### src/rtl/intr_ctrl.sv
// intr_ctrl - multi-source interrupt controller.
//
// Collects N_SRC interrupt sources and latches each one as pending. A
// software-writable mask selects which pending sources may raise a request.
// One prioritised request goes to the cpu over the irr/ack handshake, and
// the index of the requesting source is presented on irq_id. Index 0 has the
// highest priority. Once a request is raised it is not preempted.
//
// Parameters:
//   N_SRC    number of interrupt sources (1..16)
//   ID_W     width of irq_id; 2**ID_W must be >= N_SRC
//   EDGE     1 = rising-edge sensitive sources, 0 = level sensitive
//   MASK_RST reset value of the mask register
//
// Ports:
//   clk         system clock
//   reset       synchronous, active-high reset
//   src         raw interrupt sources, synchronous to clk
//   mask_we     mask write strobe
//   mask_wdata  new mask value (1 = enabled)
//   mask        current mask register
//   pending     current pending register
//   irr         interrupt request to cpu
//   irq_id      index of the requested source, valid while irr=1
//   ack         cpu acknowledge, single-cycle pulse
//
// state | meaning
// IDLE  | no request outstanding; waits for a pending and enabled source
// REQ   | irr asserted for irq_id; waits for ack

module intr_ctrl #(
  parameter int               N_SRC    = 4,
  parameter int               ID_W     = 2,
  parameter bit               EDGE     = 1'b1,
  parameter logic [N_SRC-1:0] MASK_RST = '1
) (
  input  logic             clk,
  input  logic             reset,
  input  logic [N_SRC-1:0] src,
  input  logic             mask_we,
  input  logic [N_SRC-1:0] mask_wdata,
  output logic [N_SRC-1:0] mask,
  output logic [N_SRC-1:0] pending,
  output logic             irr,
  output logic [ID_W-1:0]  irq_id,
  input  logic             ack
);

  typedef enum logic {IDLE = 1'b0, REQ = 1'b1} state_t;

  state_t           state_q, state_d;
  logic [N_SRC-1:0] src_q;
  logic [N_SRC-1:0] pending_q, pending_d;
  logic [N_SRC-1:0] mask_q, mask_d;
  logic [ID_W-1:0]  irq_id_q, irq_id_d;
  logic [N_SRC-1:0] ev;
  logic [N_SRC-1:0] clr;
  logic [N_SRC-1:0] active;
  logic [ID_W-1:0]  sel_id;

  // src_q is captured even during reset, so a source that is already high
  // when reset is released does not look like a fresh rising edge.
  always_ff @(posedge clk) begin
    src_q <= src;
  end

  always_comb begin
    if (EDGE) begin
      ev = src & ~src_q;
    end else begin
      ev = src;
    end
  end

  // Only the source currently being requested can be cleared, and only by
  // an ack that arrives while a request is outstanding.
  always_comb begin
    clr = '0;
    for (int i = 0; i < N_SRC; i++) begin
      clr[i] = (state_q == REQ) && ack && (irq_id_q == ID_W'(i));
    end
  end

  // Set wins over clear, so an event coinciding with its own ack re-pends.
  always_comb begin
    pending_d = ev | (pending_q & ~clr);
  end

  always_comb begin
    mask_d = mask_we ? mask_wdata : mask_q;
  end

  assign active = pending_q & mask_q;

  // Lowest set index wins; scanning downward lets it overwrite the others.
  always_comb begin
    sel_id = '0;
    for (int i = N_SRC - 1; i >= 0; i--) begin
      if (active[i]) begin
        sel_id = ID_W'(i);
      end
    end
  end

  // Datapath registers.
  always_ff @(posedge clk) begin
    if (reset) begin
      pending_q <= '0;
      mask_q    <= MASK_RST;
      irq_id_q  <= '0;
    end else begin
      pending_q <= pending_d;
      mask_q    <= mask_d;
      irq_id_q  <= irq_id_d;
    end
  end

  // State register.
  always_ff @(posedge clk) begin
    if (reset) begin
      state_q <= IDLE;
    end else begin
      state_q <= state_d;
    end
  end

  // Next-state logic. irq_id is latched on the way into REQ and held there,
  // which is what keeps a higher-priority arrival from preempting.
  always_comb begin
    state_d  = state_q;
    irq_id_d = irq_id_q;
    unique case (state_q)
      IDLE: begin
        if (|active) begin
          state_d  = REQ;
          irq_id_d = sel_id;
        end
      end
      REQ: begin
        if (ack) begin
          state_d = IDLE;
        end
      end
      default: state_d = IDLE;
    endcase
  end

  // Output logic.
  always_comb begin
    irr     = (state_q == REQ);
    irq_id  = irq_id_q;
    mask    = mask_q;
    pending = pending_q;
  end

endmodule

### config.mk
export PLATFORM = sky130hd
export DESIGN_NAME = intr_ctrl
export DESIGN_NICKNAME = d
export VERILOG_FILES = /design/src/rtl/intr_ctrl.sv
export SDC_FILE = /design/constraint.sdc
export NUM_CORES = 1
export LEC_CHECK = 0
export CAP_MARGIN = 20
export CORE_AREA = 2 2 40 42
export CTS_CLUSTER_SIZE = 16
export DETAILED_ROUTE_END_ITERATION = 10
export DIE_AREA = 0 0 42 44
export GPL_ROUTABILITY_DRIVEN = 0
export HOLD_SLACK_MARGIN = 0.02
export PLACE_DENSITY = 0.83
export SYNTH_ARGS = -nofsm -noshare
export SYNTH_HDL_FRONTEND = slang
export SYNTH_SLANG_ARGS = --single-unit
### constraint.sdc
create_clock -name clk -period 1.4 [get_ports clk]
set_input_delay 0.14 -clock clk [delete_from_list [all_inputs] [get_ports clk]]
set_output_delay 0.14 -clock clk [all_outputs]
set_load 0.005 [all_outputs]
==> results.json <==
{
  "tightest_slew_ns": 0.424,
  "min_period_over_period_pct": 96.2,
  "port_buffers": 22,
  "slew_viol_final": 0,
  "synth.top_cell.area_share_pct": 52.9,
  "die_area_sq_um": 1850,
  "cts_setup_buffers": 0,
  "p_leak_uw": 0.000310,
  "worst-setup-path-type": "reg -> out",
  "setup_viol": 0,
  "vias_per_cell": 5.02,
  "cap_violations": 0,
  "die_y_um": 44,
  "fmax_ghz": 0.743,
  "routedWlPerCell_um": 11.8,
  "async_flop_share_pct": 0,
  "fillers": 130,
  "cts_tree": "yes",
  "drcViolationCount": 0,
  "ios": 23,
  "ant_nets": 0,
  "skew_ns": 0.00328,
  "period_needed_ns": 1.35,
  "cp_max_fo": 4,
  "fin_setup_tns_ns": 0,
  "synth-seq-cells": 15,
  "setup.worst_path.start_class": "register",
  "ys.flop_type": "dfxtp_1",
  "slew_headroom_pct": 71.6,
  "clkLatencyLatePin_ns": 0.27,
  "slowest_stage": "clkdlybuf4s50_1",
  "final_util_pct": 58.5,
  "synth_top_cells_by_area": "dfxtp_1, nor2b_1, a211o_1",
  "postLayoutCellArea_sq_um": 830,
  "syn_avg_cell_area_sq_um": 9.97,
  "drtPass1Iterations": 3,
  "cts_made_buffers": 3,
  "arrival_ns": 1.21,
  "first_global_vias": 452,
  "hold_path_class": "in -> reg",
  "nets": 95,
  "synth.distinct_cells": 19,
  "drive_gt1_share_pct": 13.4,
  "total_power_uw": 890,
  "track_usage_pct": 13.3,
  "slowest_delay_ns": 0.53,
  "yosysTopAreaCell": "dfxtp_1",
  "initial_core_util_pct": 40.0,
  "wl_mm": 1.16,
  "diodes": 0,
  "endpoint_kind": "output pin",
  "place_area_sq_um": 800,
  "grt_overflow": 0,
  "grt_setup_unrepaired": "false",
  "grt_max_degree": 13,
  "ys_warn_count": 0,
  "area_delta_synth_final_pct": 46.0,
  "status": "completed",
  "drt_iter0_drc": 7,
  "crit_family": "buffers and inverters",
  "cts.reportedPaths.clkPinSlew_ns": 0.08,
  "required_ns": 1.26,
  "cts_buffer_depth": 2,
  "rows": 14,
  "synth-edff-count": 0,
  "crit_chain": "clkdlybuf4s50_1",
  "die-width_um": 42,
  "htreeDepth": 1,
  "critPathBufInv": 1,
  "yosysMostFrequentCell": "dfxtp_1",
  "post_synth_instance_area_sq_um": 568,
  "clkSinkCount": 15,
  "ys_seq_area_share_pct": 52.9,
  "finalHoldViolations": 0,
  "synth_fp_nets": 69,
  "antenna_found_initial": 0,
  "vias": 492,
  "grt_first_pass_wirelength_mm": 1.86,
  "vdd_drop_max_mv": 0.564,
  "syn-instance-count": 57,
  "core_area_sq_um": 1420,
  "root_buffer": "clkbuf_4",
  "p_per_area_nw_per_um2": 1070,
  "yosys-top-cells-count": "dfxtp_1, nor2_1, nor2b_1"
}
==> cells by family (layout without fill, tap and decap cells) <==
kind of cell	after synthesis	after routing	share of synthesized area (%)
and+or+nand+nor	23	23	22.0
DFF	15	15	52.9
buffers and inverters	2	27	2.86
AOI/OAI and AO/OA	17	17	22.2
==> metrics by stage <==
step | setup WS, ns | instances | hold slack [ns]
final | 0.0537 | 98 | 0.331
after global routing | 0.00853 | 98 | 0.337
after CTS | 0.00967 | 98 | 0.323
after detailed placement | 0.139 | 94 | 0.485
after global placement | 0.179 | 94 | 0.476
after floorplan | 0.503 | 57 | 0.168
==> worst reg2reg max path, cell delays in order (launching register included) <==
cell     delay (ns)
dfxtp_1        0.36
a22oi_2        0.26
nand2_1        0.07
o21ai_1        0.12
nor2_1         0.05
==> path summary, 6_finish.rpt <==
path                            startpoint          to  depth (start not counted)  slack (ns)
worst min register to register    src_q[1]  pending[1]                          2        0.49
worst max-delay path            pending[1]  pending[1]                          1        0.05
worst max register to register  pending[1]         irr                          4        0.42
worst min-delay path                src[2]    src_q[2]                          1        0.33
==> sequential cells by signal, summed over array words and instances (netlist names) <==
name,cells
irq_id,2
pending,4
src_q,4
irr,1
mask,4
==> routing by layer <==
| layer | wire length (um) | track usage, % | up-vias | share of wire [%] |
|---|---|---|---|---|
| met1 | 565 | 17.1 | 224 | 49 |
| met3 | 42 | 2.92 | 2 | 3.6 |
| met5 | 0 | 0 | - | 0 |
| met4 | 6 | 5.81 | 0 | 0.52 |
| li1 | - | - | 255 | - |
| met2 | 545 | 21.6 | 11 | 47 |
==> report_power, final <==
group	internal, uW	switching, uW
registers	460	30.6
logic	109	63.2
clock network	110	117
total	678	211
==> cells in the final DEF (no fill, tap or decap), types with 3 or more instances in the layout <==
| cell type | instances |
|---|---|
| a211o_1 | 4 |
| a21oi_1 | 5 |
| clkbuf_4 | 3 |
| clkdlybuf4s50_1 | 22 |
| dfxtp_1 | 12 |
| dfxtp_2 | 3 |
| nand2_1 | 3 |
| nand2b_1 | 3 |
| nor2_1 | 6 |
| nor2b_1 | 6 |
==> what timing repair did <==
item | in CTS | in global routing
gates resized for setup | 0 | 3
hold endpoints to repair | 0 | 0
hold buffers | 0 | 0
setup endpoints to repair | 0 | 3
==> final cells by class <==
type / instances / area [sq um] / area share, %
Clock buffer: 4 / 26.3 / 3.17
Multi-Input combinational cell: 40 / 251 / 30.3
Tap cell: 16 / 20.0 / 2.41
Sequential cell: 15 / 304 / 36.7
Timing Repair Buffer: 23 / 228 / 27.5
Note: power is estimated with default switching activity, not from simulation.
